===== src/rtl/bcd_updown_display_counter.sv =====
// Two-digit BCD up/down counter with run/pause control, clear, parallel load,
// wrap strobe and direct drive of two 7-segment displays.
module bcd_updown_display_counter #(
  parameter int TICK_CYCLES        = 12_500_000,
  parameter int MAX_COUNT          = 99,
  parameter bit BLANK_LEADING_ZERO = 1'b1,
  parameter bit ACTIVE_LOW         = 1'b1
) (
  input  logic       i_Clk,
  input  logic       i_Reset,
  input  logic       i_Start_Stop,
  input  logic       i_Up,
  input  logic       i_Clear,
  input  logic       i_Load,
  input  logic [3:0] i_Load_Tens,
  input  logic [3:0] i_Load_Units,
  output logic [3:0] o_Tens,
  output logic [3:0] o_Units,
  output logic       o_Running,
  output logic       o_Wrap,
  output logic       o_Load_Error,
  output logic       o_Segment1_A,
  output logic       o_Segment1_B,
  output logic       o_Segment1_C,
  output logic       o_Segment1_D,
  output logic       o_Segment1_E,
  output logic       o_Segment1_F,
  output logic       o_Segment1_G,
  output logic       o_Segment2_A,
  output logic       o_Segment2_B,
  output logic       o_Segment2_C,
  output logic       o_Segment2_D,
  output logic       o_Segment2_E,
  output logic       o_Segment2_F,
  output logic       o_Segment2_G
);

  localparam int            TW        = $clog2(TICK_CYCLES);
  localparam logic [TW-1:0] TICK_LAST = TW'(TICK_CYCLES - 1);
  // Terminal value split into digits at elaboration time; no runtime division.
  localparam logic [3:0]    MAX_TENS  = 4'(MAX_COUNT / 10);
  localparam logic [3:0]    MAX_UNITS = 4'(MAX_COUNT % 10);

  typedef enum logic {PAUSE = 1'b0, RUN = 1'b1} state_t;

  state_t        r_State, w_Next_State;
  logic [TW-1:0] r_Tick_Count;
  logic [3:0]    r_Tens, r_Units;
  logic [3:0]    w_Next_Tens, w_Next_Units;
  logic          r_Wrap, r_Load_Error;
  logic          w_Next_Wrap, w_Next_Load_Error;
  logic          w_Tick, w_Load_Ok, w_At_Max, w_At_Zero;
  logic [6:0]    w_Tens_Pat, w_Units_Pat, w_Seg1, w_Seg2;

  // NOTE: sequential state uses non-blocking assignments so every register
  // samples pre-edge values and simulation order cannot change the result.
  always_ff @(posedge i_Clk) begin
    if (i_Reset) r_State <= PAUSE;
    else         r_State <= w_Next_State;
  end

  // NOTE: every always_comb output gets a default first so no path can
  // leave it unassigned and infer a latch.
  always_comb begin
    w_Next_State = r_State;
    if (i_Start_Stop) w_Next_State = (r_State == RUN) ? PAUSE : RUN;
  end

  assign w_Tick = (r_State == RUN) && (r_Tick_Count == TICK_LAST);

  // Prescaler freezes in PAUSE so a resumed run finishes the current period.
  always_ff @(posedge i_Clk) begin
    if (i_Reset || i_Clear) r_Tick_Count <= '0;
    else if (r_State == RUN) r_Tick_Count <= w_Tick ? '0 : r_Tick_Count + TW'(1);
  end

  // Both inputs are BCD here, so a digit-wise lexicographic compare is exact.
  assign w_Load_Ok = (i_Load_Tens <= 4'd9) && (i_Load_Units <= 4'd9) &&
                     ((i_Load_Tens < MAX_TENS) ||
                      ((i_Load_Tens == MAX_TENS) && (i_Load_Units <= MAX_UNITS)));
  assign w_At_Max  = (r_Tens == MAX_TENS) && (r_Units == MAX_UNITS);
  assign w_At_Zero = (r_Tens == 4'd0) && (r_Units == 4'd0);

  always_comb begin
    w_Next_Tens       = r_Tens;
    w_Next_Units      = r_Units;
    w_Next_Wrap       = 1'b0;
    w_Next_Load_Error = 1'b0;
    if (i_Clear) begin
      w_Next_Tens  = 4'd0;
      w_Next_Units = 4'd0;
    end else if (i_Load) begin
      if (w_Load_Ok) begin
        w_Next_Tens  = i_Load_Tens;
        w_Next_Units = i_Load_Units;
      end else begin
        w_Next_Load_Error = 1'b1;
      end
    end else if (w_Tick) begin
      if (i_Up) begin
        if (w_At_Max) begin
          w_Next_Tens  = 4'd0;
          w_Next_Units = 4'd0;
          w_Next_Wrap  = 1'b1;
        end else if (r_Units == 4'd9) begin
          w_Next_Units = 4'd0;
          w_Next_Tens  = r_Tens + 4'd1;
        end else begin
          w_Next_Units = r_Units + 4'd1;
        end
      end else begin
        if (w_At_Zero) begin
          w_Next_Tens  = MAX_TENS;
          w_Next_Units = MAX_UNITS;
          w_Next_Wrap  = 1'b1;
        end else if (r_Units == 4'd0) begin
          w_Next_Units = 4'd9;
          w_Next_Tens  = r_Tens - 4'd1;
        end else begin
          w_Next_Units = r_Units - 4'd1;
        end
      end
    end
  end

  always_ff @(posedge i_Clk) begin
    if (i_Reset) begin
      r_Tens       <= 4'd0;
      r_Units      <= 4'd0;
      r_Wrap       <= 1'b0;
      r_Load_Error <= 1'b0;
    end else begin
      r_Tens       <= w_Next_Tens;
      r_Units      <= w_Next_Units;
      r_Wrap       <= w_Next_Wrap;
      r_Load_Error <= w_Next_Load_Error;
    end
  end

  // Active-high pattern in {G,F,E,D,C,B,A} order; non-BCD codes are dark.
  function automatic logic [6:0] seg7(input logic [3:0] digit);
    case (digit)
      4'd0:    seg7 = 7'b0111111;
      4'd1:    seg7 = 7'b0000110;
      4'd2:    seg7 = 7'b1011011;
      4'd3:    seg7 = 7'b1001111;
      4'd4:    seg7 = 7'b1100110;
      4'd5:    seg7 = 7'b1101101;
      4'd6:    seg7 = 7'b1111101;
      4'd7:    seg7 = 7'b0000111;
      4'd8:    seg7 = 7'b1111111;
      4'd9:    seg7 = 7'b1101111;
      default: seg7 = 7'b0000000;
    endcase
  endfunction

  assign w_Tens_Pat  = (BLANK_LEADING_ZERO && (r_Tens == 4'd0)) ? 7'b0000000 : seg7(r_Tens);
  assign w_Units_Pat = seg7(r_Units);
  assign w_Seg1      = ACTIVE_LOW ? ~w_Tens_Pat  : w_Tens_Pat;
  assign w_Seg2      = ACTIVE_LOW ? ~w_Units_Pat : w_Units_Pat;

  assign {o_Segment1_G, o_Segment1_F, o_Segment1_E, o_Segment1_D,
          o_Segment1_C, o_Segment1_B, o_Segment1_A} = w_Seg1;
  assign {o_Segment2_G, o_Segment2_F, o_Segment2_E, o_Segment2_D,
          o_Segment2_C, o_Segment2_B, o_Segment2_A} = w_Seg2;

  assign o_Tens       = r_Tens;
  assign o_Units      = r_Units;
  assign o_Running    = (r_State == RUN);
  assign o_Wrap       = r_Wrap;
  assign o_Load_Error = r_Load_Error;

endmodule


===== config.mk =====
export PLATFORM = sky130hd
export DESIGN_NAME = bcd_updown_display_counter
export DESIGN_NICKNAME = d
export VERILOG_FILES = /design/src/rtl/bcd_updown_display_counter.sv
export SDC_FILE = /design/constraint.sdc
export NUM_CORES = 1
export LEC_CHECK = 0
export BUFFER_PORTS_ARGS = -buffer_cell sky130_fd_sc_hd__buf_4
export CAP_MARGIN = 20
export CORE_UTILIZATION = 40
export CTS_BUF_LIST = sky130_fd_sc_hd__clkbuf_4
export DETAILED_ROUTE_END_ITERATION = 7
export GPL_TIMING_DRIVEN = 0
export SYNTH_ARGS = -nofsm -noshare
export SYNTH_HDL_FRONTEND = slang
export SYNTH_SLANG_ARGS = --single-unit

===== constraint.sdc =====
create_clock -name i_Clk -period 3.8 [get_ports i_Clk]
set_clock_uncertainty 0.1 [all_clocks]
set_input_delay 0.38 -clock i_Clk [delete_from_list [all_inputs] [get_ports i_Clk]]
set_output_delay 0.38 -clock i_Clk [all_outputs]
set_load 0.005 [all_outputs]

# == Word-level counts from Yosys, hierarchy flattened ==
# Memory sizes are Yosys's and may differ from the RTL's. A register that Yosys moved wholly into a read port is not among the register bits.
# Cells that the tools add are included.
# totals
memories,2
ff_bits,35
mem_bits_ro,224
word_cells,70
out_inout_bits,25
# classes
muxes,27
order_cmp,3
add_sub_neg,5
bitwise,4
eq_ne,6
reduce_logical,17
# mem_list
memory,words,width,rd,rd_clocked_by_memory_dff,write_ports,line,source
(no name shown),16,7,1,1,0,142,case (digit)
(no name shown),16,7,1,1,0,142,
# ops
operator,count
2-to-1 mux 4 bit,20
adder 24 x 1 -> 24 bit (second input constant),1
== test 24 bit (second input constant),1
2-to-1 mux 24 bit,1
NOT 7 bit,2
== test 4 bit (second input constant),3
adder 4 x 1 -> 4 bit (second input constant),2
<= comparator 4 bit (second input constant),2
logical NOT 4 bit,2
subtractor 4 x 1 -> 4 bit (second input constant),2
2-to-1 mux 7 bit,1
logical AND 1 bit,6
2-to-1 mux 1 bit,5
less-than comparator 4 bit (second input constant),1
inequality test 4 x 1 -> 1 bit (second input constant),1
AND reduction 4 bit,1
nonzero test 4 bit,1
OR reduction 4 bit,1
OR reduction 3 bit,1
logical OR 1 bit,2
inequality test 2 x 1 -> 1 bit (second input constant),1
NOT 1 bit,2
AND reduction 2 bit,1
nonzero test 2 bit,1
OR reduction 2 bit,1

# == Longest topological paths before layout ==
# Gate-level depths: netlist of run 1.
# depth
ltp_word,8
ltp_mapped,13

# == Worst setup path before layout of run 1 ==
# Ideal clock, no wire load.
# synth_timing
kind,flip-flop to flip-flop
startpoint,register r_Tick_Count[0]
endpoint,register (tool-made name)
stages_incl_launch_ff,14
period_less_slack_ns,2.946
slack_ns,0.854
t_required_ns,3.630
arrival_time_ns,2.776
path_cell_list,dfxtp_1 -> ha_1 -> inv_1 -> or4_4 -> o21a_4 -> or2_1 -> buf_6 -> mux2i_1 -> nor2_1 -> inv_1 -> ha_1 -> inv_1 -> o21a_1 -> a21oi_1
# synth_rtl
element,line,source
start: declaration,47,logic [TW-1:0] r_Tick_Count;
start signal: assignment,74,else if (r_State == RUN) r_Tick_Count <= w_Tick ? '0 : r_Tick_Count + TW'(1);

==> metrics.md, run 1 <==
| Metric | Value |
|---|---|
| Min Tclk post-route | `about 3.3 ns` |
| Max rail drop VDD | `between 0.2 and 0.25 mV` |
| Clock slew seen by the registers of the worst setup and hold paths | `0.14 ns` |
| Num Clock Sinks | `just under 50` |
| Avg Synthesized Cell Area | `slightly above 8 um2` |
| Setup repair after global routing missed its margin | `false` |
| Library cells used by synthesis | `between 50 and 60` |
| DRC viols | `0` |
| Top-area cell type share of the netlist area | `0.343` |
| Number of global-route vias before repair | `2393` |
| CTS Buffer Depth | `2` |
| Antenna violations before repair | `0` |
| First-pass DRT Iterations | `4` |
| Row count | `30` |
| Share of cells above drive strength 1 | `0.148` |
| Share of the yosys chip area belonging to registers | `0.343` |
| Pwr/cell area | `308 mW/mm2` |
| Ports placed on the boundary | `39` |
| CTS Buf Count | `5` |
| Sum Neg Setup Slack | `0 ns` |
| Average wire length per cell after detail routing | `between 10 and 15 um` |
| Clock insertion delay at the later pin of the skew report | `about 0.36 ns` |
| GRT Util Overall | `0.187` |
| Metal2 WL | `approximately 3000 um` |
| Detailed Route Iter0 Violations | `between 100 and 150` |
| Post-detailed-route via-to-cell ratio | `between 5 and 6` |
| Number of fill cells in the layout | `a little over 700` |
| Leading cell types by total area after synthesis | `sky130_fd_sc_hd__dfxtp_1, sky130_fd_sc_hd__ha_1, sky130_fd_sc_hd__nor2_1, sky130_fd_sc_hd__nand2_1, sky130_fd_sc_hd__xor2_1` |
| Cell count after synthesis | `around 350` |
| Grt total ovfl | `0` |
| # Post-CTS Setup Buffers | `0` |
| Final HPWL DP | `4990 um` |
| Effective utilization at floorplan | `0.417` |
| DRT antenna net count | `0` |
| Commonest cells in the netlist | `sky130_fd_sc_hd__dfxtp_1, sky130_fd_sc_hd__nor2_1, sky130_fd_sc_hd__nand2_1` |
| Total wire length after detailed routing | `6520 um` |
| Relative area change from synthesis to final layout | `17.8%` |
| Total of buffers placed on input and output ports | `37` |
| Diodes inserted | `0` |
| H-tree Lvls | `2` |
| Worst hold margin | `around 0.091 ns` |
| Post-synthesis sequential element count | `49` |
| Net total in the final layout | `430` |
| Dominant synthesized flop cell | `sky130_fd_sc_hd__dfxtp_1` |
| Achievable frequency | `~300 MHz` |
| Global-route wire length before repair | `11100 um` |
| Slew @ Worst Pin | `0.611 ns` |
| LEAKAGE | `~1.4 nW` |
| Relative slew slack | `0.590` |
| Clock root cell | `sky130_fd_sc_hd__clkbuf_4` |
| Highest routed metal layer | `met4` |
| EDFF count, synth | `0` |
| Number of nets in the synthesized netlist | `roughly 390` |
| Most numerous cell in the Yosys netlist | `sky130_fd_sc_hd__dfxtp_1` |
| WP data required | `~4.0 ns` |
| Cell type with the largest total area after synthesis | `sky130_fd_sc_hd__dfxtp_1` |
| Critical Path Fanout Max | `7` |
| Area of the die | `roughly 0.0075 mm2` |
| Vias after detailed routing | `roughly 2500` |
| Synth async-reset ratio | `0` |
| Number of buffers inserted for hold repair after clock tree synthesis | `0` |
| Nature of the critical path startpoint | `flop` |
| Critical path capture point type | `flop` |
| Die Y-Extent | `between 80 and 90 um` |
| Pin count of the biggest net entering global routing | `17` |
| Wire length on met1 | `approximately 3200 um` |
| Wire length on met3 | `approximately 250 um` |
| Yosys synthesis warning count | `0` |
| Synth Cell Area | `between 0.002 and 0.003 mm2` |
| Run status | `finished clean` |
| Final-report hold violation count | `0` |
| Crit path kind | `reg -> reg` |
| Final RePlAce weighted congestion | `0.843` |
| TritonCTS clock tree | `built` |
| Horiz. Die Dim | `approximately 87 um` |
| Worst Path Arrival | `~3.5 ns` |
| Slew Viols, Final | `0` |
| Period Utilization, post-route | `0.865` |
| Max-cap violation count | `0` |
| Placeable core region | `approximately 0.0069 mm2` |
| Final setup viols | `0` |
| Class of the tightest hold or removal check | `in -> reg` |
-- layout by cell type, fill, tap and decap left out, types with 4 or more instances in the layout --
master	count
sky130_fd_sc_hd__dfxtp_1	49
sky130_fd_sc_hd__nor2_1	43
sky130_fd_sc_hd__buf_4	37
sky130_fd_sc_hd__nand2_1	36
sky130_fd_sc_hd__inv_1	27
sky130_fd_sc_hd__ha_1	19
sky130_fd_sc_hd__o21ai_0	15
sky130_fd_sc_hd__nand3_1	15
sky130_fd_sc_hd__xor2_1	14
sky130_fd_sc_hd__xnor2_1	11
sky130_fd_sc_hd__clkbuf_1	10
sky130_fd_sc_hd__nor3_1	10
sky130_fd_sc_hd__a21oi_1	10
sky130_fd_sc_hd__nand4_1	7
sky130_fd_sc_hd__or3_1	6
sky130_fd_sc_hd__o22ai_1	6
sky130_fd_sc_hd__and3_1	5
sky130_fd_sc_hd__clkbuf_4	5
sky130_fd_sc_hd__nor3b_1	4
sky130_fd_sc_hd__nor4_1	4
sky130_fd_sc_hd__mux2i_1	4
sky130_fd_sc_hd__o32ai_1	4
sky130_fd_sc_hd__a21o_1	4
-- kinds of logic (layout without fill, tap and decap cells) --
kind of cell / after synthesis / after routing / share of synthesized area
AO/OA/AOI/OAI: 61 / 61 / 0.149
XOR/XNOR: 25 / 25 / 0.0765
adder cells (fa/ha/maj): 19 / 19 / 0.0831
buffers and inverters: 40 / 85 / 0.0582
flip-flops: 49 / 49 / 0.343
multiplexers: 4 / 4 / 0.0140
AND/OR/NAND/NOR: 155 / 155 / 0.276
-- stage by stage --
stage / utilization / cells / area (um2) / power [mW] / setup WS, ns
after floorplan: - / 353 / 2860 / 0.619 / 0.854
final: 0.491 / 494 / 3370 / 1.04 / 0.513
after CTS: 0.490 / 494 / 3370 / 1.05 / 0.257
after global routing: 0.491 / 494 / 3370 / 1.09 / 0.257
after global placement: 0.474 / 486 / 3260 / 0.669 / 0.295
after detailed placement: 0.474 / 486 / 3260 / 0.670 / 0.313
-- worst max-delay path, cell delays in order, from the launching register on --
cell	delay (ns)
sky130_fd_sc_hd__dfxtp_1	0.42
sky130_fd_sc_hd__ha_1	0.21
sky130_fd_sc_hd__inv_1	0.06
sky130_fd_sc_hd__or4_4	0.57
sky130_fd_sc_hd__o21a_4	0.27
sky130_fd_sc_hd__or2_1	0.24
sky130_fd_sc_hd__buf_6	0.14
sky130_fd_sc_hd__mux2i_1	0.13
sky130_fd_sc_hd__nor2_1	0.33
sky130_fd_sc_hd__inv_1	0.15
sky130_fd_sc_hd__ha_1	0.30
sky130_fd_sc_hd__inv_1	0.05
sky130_fd_sc_hd__o21a_1	0.18
sky130_fd_sc_hd__a21oi_1	0.10
-- layer usage --
| layer | GRT usage | up-vias |
|---|---|---|
| met5 | 0 | - |
| met4 | 0.0515 | 0 |
| li1 | - | 1312 |
| met2 | 0.318 | 51 |
| met1 | 0.245 | 1175 |
| met3 | 0.0314 | 6 |
-- layout make-up --
cell class / instances / area (um2) / share of cell area
multi-input cells: 264 / 1720 / 0.510
flip-flops and latches: 49 / 981 / 0.291
repair buffers: 37 / 278 / 0.0824
well taps: 96 / 120 / 0.0356
inverters: 27 / 101 / 0.0301
clock inverters: 3 / 68.8 / 0.0204
plain buffers: 13 / 65.1 / 0.0193
clock buffers: 5 / 37.5 / 0.0111
-- power by group --
| part | leakage (nW) | total [mW] | switching [mW] | internal, mW |
|---|---|---|---|---|
| Sequential | 0.397 | 0.532 | 0.00617 | 0.525 |
| Clock | 0.0558 | 0.378 | 0.170 | 0.207 |
| Combinational | 0.936 | 0.128 | 0.0697 | 0.0582 |
-- worst paths after layout --
check / start / to / slack, ns / cells after the start
worst min register to register: r_Tick_Count[1] / r_Tick_Count[1] / 0.42 / 2
worst min-delay path: i_Reset / o_Running / 0.09 / 2
worst max register to register: r_Tick_Count[0] / flop / 0.51 / 13
worst max-delay path: r_Tick_Count[0] / flop / 0.51 / 13
-- timing repair --
item	in CTS	in global routing
gates resized for setup	0	1
endpoints found under the setup margin	0	2
endpoints found under the hold margin	0	0
Note: power is estimated with default switching activity, not from simulation.
==> run 2: changes to the inputs <==
--- a/config.mk
+++ b/config.mk
@@ -7,10 +7,11 @@
 export LEC_CHECK = 0
 export BUFFER_PORTS_ARGS = -buffer_cell sky130_fd_sc_hd__buf_4
 export CAP_MARGIN = 20
-export CORE_UTILIZATION = 40
+export CORE_UTILIZATION = 55
 export CTS_BUF_LIST = sky130_fd_sc_hd__clkbuf_4
 export DETAILED_ROUTE_END_ITERATION = 7
 export GPL_TIMING_DRIVEN = 0
+export PLACE_DENSITY = 0.77
 export SYNTH_ARGS = -nofsm -noshare
 export SYNTH_HDL_FRONTEND = slang
 export SYNTH_SLANG_ARGS = --single-unit
==> metrics.md, run 2 (synthesis results as in run 1) <==
| Metric | Value |
|---|---|
| Count of cells along the worst register-to-register path | `13 (unchanged)` |
| Clock slew seen by the registers of the worst setup and hold paths | `0.14 ns (about the same)` |
| Met1 routing resource usage after global routing | `0.312 (+0.0669)` |
| Critical Path Fanout Max | `7 (unchanged)` |
| Critical path capture point type | `flop` |
| DRT antenna net count | `0 (unchanged)` |
| Ports placed on the boundary | `39 (unchanged)` |
| Die Y-Extent | `74.1 um (-14%)` |
| Number of buffers inserted for hold repair after clock tree synthesis | `0 (unchanged)` |
| Sum Neg Setup Slack | `0 ns (unchanged)` |
| Final instance area | `0.00331 mm2 (-1.7%)` |
| Worst Path Arrival | `3.54 ns (+0.05 ns)` |
| Met3 GRT Util | `0.0488 (+0.0174)` |
| Horiz. Die Dim | `74.1 um (-14%)` |
| Reg2reg setup slack | `0.47 ns (-0.04 ns)` |
| DRC viols | `0 (unchanged)` |
| LEAKAGE | `1.38 nW (-0.72%)` |
| Run status | `finished clean` |
| Nature of the critical path startpoint | `flop` |
| CTS Buf Count | `5 (unchanged)` |
| Max-cap violation count | `0 (unchanged)` |
| Leading cell types in the layout, fill and taps excluded | `sky130_fd_sc_hd__dfxtp_1, sky130_fd_sc_hd__nor2_1, sky130_fd_sc_hd__buf_4, sky130_fd_sc_hd__nand2_1, sky130_fd_sc_hd__inv_1` |
| Worst path most repeated cell | `sky130_fd_sc_hd__inv_1` |
| Final RePlAce weighted congestion | `0.893 (+6.0%)` |
| Slew @ Worst Pin | `0.580 ns (-0.0314 ns)` |
| Post-placement cell area | `0.00322 mm2 (-1.1%)` |
| Worst hold path depth | `2 (unchanged)` |
| H-tree Lvls | `2 (unchanged)` |
| Crit path kind | `reg -> reg` |
| Number of global-route vias before repair | `2295 (-4.1%)` |
| Min Tclk post-route | `3.33 ns (+0.0399 ns)` |
| Number of fill cells in the layout | `437 (-39%)` |
| Detailed Route Iter0 Violations | `159 (+42%)` |
| Clock root cell | `sky130_fd_sc_hd__clkbuf_4` |
| Placeable core region | `0.00485 mm2 (-29%)` |
| GRT Util Overall | `0.243 (+0.0560)` |
| Met2 GRT Util | `0.410 (+0.0919)` |
| Critical-path top delay cell | `sky130_fd_sc_hd__or4_4` |
| Share of cells above drive strength 1 | `0.148 (unchanged)` |
| Top Usage Layer GRT | `met2` |
| Worst slack at placement | `0.353 ns (+0.0401 ns)` |
| Slew Viols, Final | `0 (unchanged)` |
| TritonCTS clock tree | `built` |
| Worst path max stage delay | `0.58 ns (about the same)` |
| Effective utilization at floorplan | `0.590 (+0.174)` |
| Class of the tightest hold or removal check | `in -> reg` |
| Chain of cells forming the critical path | `ha_1 > inv_1 > or4_4 > o21a_4 > or2_1 > buf_6 > mux2i_1 > nor2_1 > inv_1 > ha_1 > inv_1 > o21a_1 > a21oi_1` |
| Grt total ovfl | `0 (unchanged)` |
| Global-route wire length before repair | `10300 um (-7.4%)` |
| Final setup viols | `0 (unchanged)` |
| Most frequent standard cell in the layout excluding fill and tap cells | `sky130_fd_sc_hd__dfxtp_1` |
| Final HPWL DP | `4810 um (-3.6%)` |
| Vias after detailed routing | `2552 (+0.31%)` |
| Total wire length after detailed routing | `6380 um (-2.2%)` |
| CTS Buffer Depth | `2 (unchanged)` |
| Achievable frequency | `301 MHz (-1.2%)` |
| Total of buffers placed on input and output ports | `37 (unchanged)` |
| Area of the die | `0.00550 mm2 (-27%)` |
| Pin count of the biggest net entering global routing | `16 (-1)` |
| Average wire length per cell after detail routing | `13.7 um (+3.9%)` |
| Sequential standard cell area | `981 um2 (unchanged)` |
| Post-detailed-route via-to-cell ratio | `5.49 (+6.6%)` |
| Relative area change from synthesis to final layout | `15.8%` |
| Period Utilization, post-route | `0.876 (+0.0105)` |
| Antenna violations before repair | `0 (unchanged)` |
| Diodes inserted | `0 (unchanged)` |
| First-pass DRT Iterations | `4 (unchanged)` |
| Relative slew slack | `0.609 (+0.0195)` |
| Setup repair after global routing missed its margin | `false` |
| Max rail drop VDD | `0.169 mV (-18%)` |
| Num Clock Sinks | `49 (unchanged)` |
| Net total in the final layout | `430 (unchanged)` |
| WP data required | `4.01 ns (about the same)` |
| Pwr/cell area | `294 mW/mm2 (-4.3%)` |
| Combined area of the multi-input logic cells | `0.00172 mm2 (unchanged)` |
| Setup ws final | `0.473 ns (-0.0399 ns)` |
| Row count | `25 (-17%)` |
| Final-report hold violation count | `0 (unchanged)` |
| Clock insertion delay at the later pin of the skew report | `0.37 ns (about the same)` |
-- run 2: changes by cell type in the layout (fill, tap and decap cells not counted), sizes merged --
cell    before  now
clkbuf      15   16
inv         28   27
clkinv       0    1
bufinv       2    1
-- run 2: area by class of cell --
class	count	share of cell area
flip-flops and latches	49	0.296
clock buffers	6	0.0136
repair buffers	37	0.0838
multi-input cells	264	0.519
inverters	27	0.0306
clock inverters	2	0.0117
well taps	67	0.0253
plain buffers	13	0.0196
-- run 2: worst max-delay path, delay by kind of cell (launching register included) --
family	cells	cell delay, ns
muxes	1	0.14
and+or+nand+nor	3	1.14
buffers and inverters	4	0.41
AOI/OAI and AO/OA	3	0.57
DFF	1	0.42
adders and majority gates	2	0.51
-- run 2: routing by layer --
layer	part of all wire	routed length, um	vias up
met3	0.043	277	11
li1	-	-	1309
met2	0.47	3030	51
met4	0.014	90	0
met1	0.47	2980	1181
met5	0	0	-
-- run 2: final timing paths --
| kind | start | endpoint |
|---|---|---|
| max | r_Tick_Count[0] | flop |
| min | i_Reset | o_Running |
| max reg2reg | r_Tick_Count[0] | flop |
| min reg2reg | r_Tick_Count[1] | r_Tick_Count[1] |
-- run 2: stage by stage --
| step | util | cells | total power [mW] | hold slack [ns] |
|---|---|---|---|---|
| 3_3_place_gp | 0.665 | 457 | 0.666 | 0.384 |
| 5_1_grt | 0.683 | 465 | 1.02 | 0.0645 |
| 4_1_cts | 0.682 | 465 | 0.980 | 0.0618 |
| 3_5_place_dp | 0.665 | 457 | 0.669 | 0.392 |
| 2_1_floorplan | - | 353 | 0.619 | 0.352 |
| 6_report | 0.683 | 465 | 0.976 | 0.0691 |
-- run 2: report_power, final --
| part | switching (mW) | total [mW] | leakage [nW] | internal, mW |
|---|---|---|---|---|
| logic | 0.0692 | 0.128 | 0.936 | 0.0583 |
| registers | 0.00608 | 0.531 | 0.397 | 0.525 |
| clock network | 0.169 | 0.317 | 0.0459 | 0.147 |
| total | 0.245 | 0.976 | 1.38 | 0.731 |
-- run 2: timing repair --
action	CTS	global route
resized for setup	0	1
endpoints found under the setup margin	0	1
buffers inserted	0	0
==> run 3: changes to the inputs <==
--- a/config.mk
+++ b/config.mk
@@ -12,6 +12,7 @@
 export DETAILED_ROUTE_END_ITERATION = 7
 export GPL_TIMING_DRIVEN = 0
 export PLACE_DENSITY = 0.77
+export RECOVER_POWER = 50
 export SYNTH_ARGS = -nofsm -noshare
 export SYNTH_HDL_FRONTEND = slang
 export SYNTH_SLANG_ARGS = --single-unit
==> metrics.md, run 3 (synthesis results as in run 1) <==
| Metric | Value |
|---|---|
| Vias after detailed routing | `2589 (+1.4%)` |
| Number of global-route vias before repair | `2295 (unchanged)` |
| Max-cap violation count | `0 (unchanged)` |
| Post-detailed-route via-to-cell ratio | `5.57 (+1.4%)` |
| Run status | `finished clean` |
| Final instance area | `0.00327 mm2 (-1.3%)` |
| Final HPWL DP | `4810 um (unchanged)` |
| Worst Path Arrival | `3.64 ns (+0.10 ns)` |
| Pwr/cell area | `296 mW/mm2 (+0.55%)` |
| Crit path kind | `reg -> reg` |
| Clock slew seen by the registers of the worst setup and hold paths | `0.14 ns (about the same)` |
| Average wire length per cell after detail routing | `13.6 um (-0.49%)` |
| Critical path capture point type | `flop` |
| Slew Viols, Final | `0 (unchanged)` |
| Sum Neg Setup Slack | `0 ns (unchanged)` |
| Relative area change from synthesis to final layout | `14.3%` |
| Ports placed on the boundary | `39 (unchanged)` |
| Achievable frequency | `291 MHz (-3.2%)` |
| Num Clock Sinks | `49 (unchanged)` |
| Effective utilization at floorplan | `0.590 (unchanged)` |
| Global-route wire length before repair | `10300 um (unchanged)` |
| Setup repair after global routing missed its margin | `false` |
| Total wire length after detailed routing | `6350 um (-0.49%)` |
| Number of buffers inserted for hold repair after clock tree synthesis | `0 (unchanged)` |
| Final RePlAce weighted congestion | `0.893 (unchanged)` |
| Most frequent standard cell in the layout excluding fill and tap cells | `sky130_fd_sc_hd__dfxtp_1` |
| Net total in the final layout | `430 (unchanged)` |
| Pin count of the biggest net entering global routing | `16 (unchanged)` |
| Max rail drop VDD | `0.169 mV (about the same)` |
| Horiz. Die Dim | `74.1 um (unchanged)` |
| CTS Buffer Depth | `2 (unchanged)` |
| Final-report hold violation count | `0 (unchanged)` |
| WP data required | `4.00 ns (about the same)` |
| Nature of the critical path startpoint | `flop` |
| Sequential fraction of design power | `0.549 (+0.004)` |
| First-pass DRT Iterations | `4 (unchanged)` |
| Leading cell types in the layout, fill and taps excluded | `sky130_fd_sc_hd__dfxtp_1, sky130_fd_sc_hd__nor2_1, sky130_fd_sc_hd__nand2_1, sky130_fd_sc_hd__clkbuf_4, sky130_fd_sc_hd__inv_1` |
| Switching power | `0.241 mW (-1.6%)` |
| Critical Path Fanout Max | `7 (unchanged)` |
| Antenna violations before repair | `0 (unchanged)` |
| H-tree Lvls | `2 (unchanged)` |
| CTS Buf Count | `5 (unchanged)` |
| Clock insertion delay at the later pin of the skew report | `0.36 ns (about the same)` |
| Clock Power Share | `0.325 (about the same)` |
| Fraction of power spent switching nets | `0.249 (-0.00200)` |
| Row count | `25 (unchanged)` |
| Final setup viols | `0 (unchanged)` |
| Clock root cell | `sky130_fd_sc_hd__clkbuf_4` |
| DRC viols | `0 (unchanged)` |
| Share of total power in combinational logic | `0.127 (-0.004)` |
| Area of the die | `0.00550 mm2 (unchanged)` |
| GRT Util Overall | `0.243 (unchanged)` |
| DRT antenna net count | `0 (unchanged)` |
| # Post-CTS Setup Buffers | `0 (unchanged)` |
| Period Utilization, post-route | `0.905 (+0.0294)` |
| Relative slew slack | `0.293 (-0.317)` |
| Placeable core region | `0.00485 mm2 (unchanged)` |
| Diodes inserted | `0 (unchanged)` |
| Detailed Route Iter0 Violations | `168 (+5.7%)` |
| LEAKAGE | `1.35 nW (-2.1%)` |
| TritonCTS clock tree | `built` |
| Share of cells above drive strength 1 | `0.128 (-0.0201)` |
| Min Tclk post-route | `3.44 ns (+0.112 ns)` |
| Die Y-Extent | `74.1 um (unchanged)` |
| Internal power consumption | `0.727 mW (-0.51%)` |
| Class of the tightest hold or removal check | `in -> reg` |
| Post-placement cell area | `0.00322 mm2 (unchanged)` |
| Slew @ Worst Pin | `1.05 ns (+0.470 ns)` |
| Reg2reg setup slack | `0.36 ns (-0.11 ns)` |
| Grt total ovfl | `0 (unchanged)` |
| Total of buffers placed on input and output ports | `37 (unchanged)` |
==> run 3: final cells by class <==
cell class              instances  area [um2]
plain buffers                  13        65.1
clock buffers                   6        45.0
clock inverters                 2        38.8
fillers                       449        1580
inverters                      27         101
multi-input cells             264        1690
flip-flops and latches         49         981
well taps                      67        83.8
repair buffers                 37         263
==> run 3: path summary, 6_finish.rpt <==
| path | end | start | cells past startpoint |
|---|---|---|---|
| worst max-delay path | flop | r_Tick_Count[0] | 13 |
| worst min-delay path | o_Running | i_Start_Stop | 3 |
| worst max register to register | flop | r_Tick_Count[0] | 13 |
| worst min register to register | r_Tick_Count[1] | r_Tick_Count[1] | 2 |
==> run 3: timing repair <==
action / CTS / global route
endpoints found under the setup margin: 0 / 1
endpoints found under the hold margin: 0 / 0
gates resized for setup: 0 / 1
==> run 3: critical path, cell delays in order (launching register included) <==
cell,delay [ns]
sky130_fd_sc_hd__dfxtp_1,0.42
sky130_fd_sc_hd__ha_1,0.21
sky130_fd_sc_hd__inv_1,0.06
sky130_fd_sc_hd__or4_1,0.63
sky130_fd_sc_hd__o21a_1,0.30
sky130_fd_sc_hd__or2_1,0.26
sky130_fd_sc_hd__buf_6,0.13
sky130_fd_sc_hd__mux2i_1,0.13
sky130_fd_sc_hd__nor2_1,0.33
sky130_fd_sc_hd__inv_1,0.15
sky130_fd_sc_hd__ha_1,0.30
sky130_fd_sc_hd__inv_1,0.06
sky130_fd_sc_hd__o21a_1,0.18
sky130_fd_sc_hd__a21oi_1,0.11
==> run 3: metal layers <==
| layer | track usage | wire length [um] | share of wire |
|---|---|---|---|
| met1 | 0.312 | 2960 | 0.47 |
| met2 | 0.410 | 3010 | 0.47 |
| met3 | 0.0488 | 303 | 0.048 |
| met4 | 0.0769 | 73 | 0.012 |
| met5 | 0 | 0 | 0 |
==> run 3: power groups by stage <==
stage | Combinational, mW | Sequential (mW) | Clock [mW]
5_1_grt | 0.137 | 0.533 | 0.344
4_1_cts | 0.127 | 0.531 | 0.322
2_1_floorplan | 0.0780 | 0.542 | 0
3_3_place_gp | 0.124 | 0.542 | 0
6_report | 0.123 | 0.531 | 0.314
3_5_place_dp | 0.126 | 0.543 | 0
==> run 3: through the flow <==
step | hold WS, ns | std cells | setup slack, ns | power (mW) | utilization
3_3_place_gp | 0.384 | 457 | 0.393 | 0.666 | 0.665
3_5_place_dp | 0.392 | 457 | 0.353 | 0.669 | 0.665
2_1_floorplan | 0.352 | 353 | 0.854 | 0.619 | -
4_1_cts | 0.0618 | 465 | 0.299 | 0.980 | 0.682
5_1_grt | 0.148 | 465 | 0.196 | 1.01 | 0.674
6_report | 0.131 | 465 | 0.361 | 0.968 | 0.674
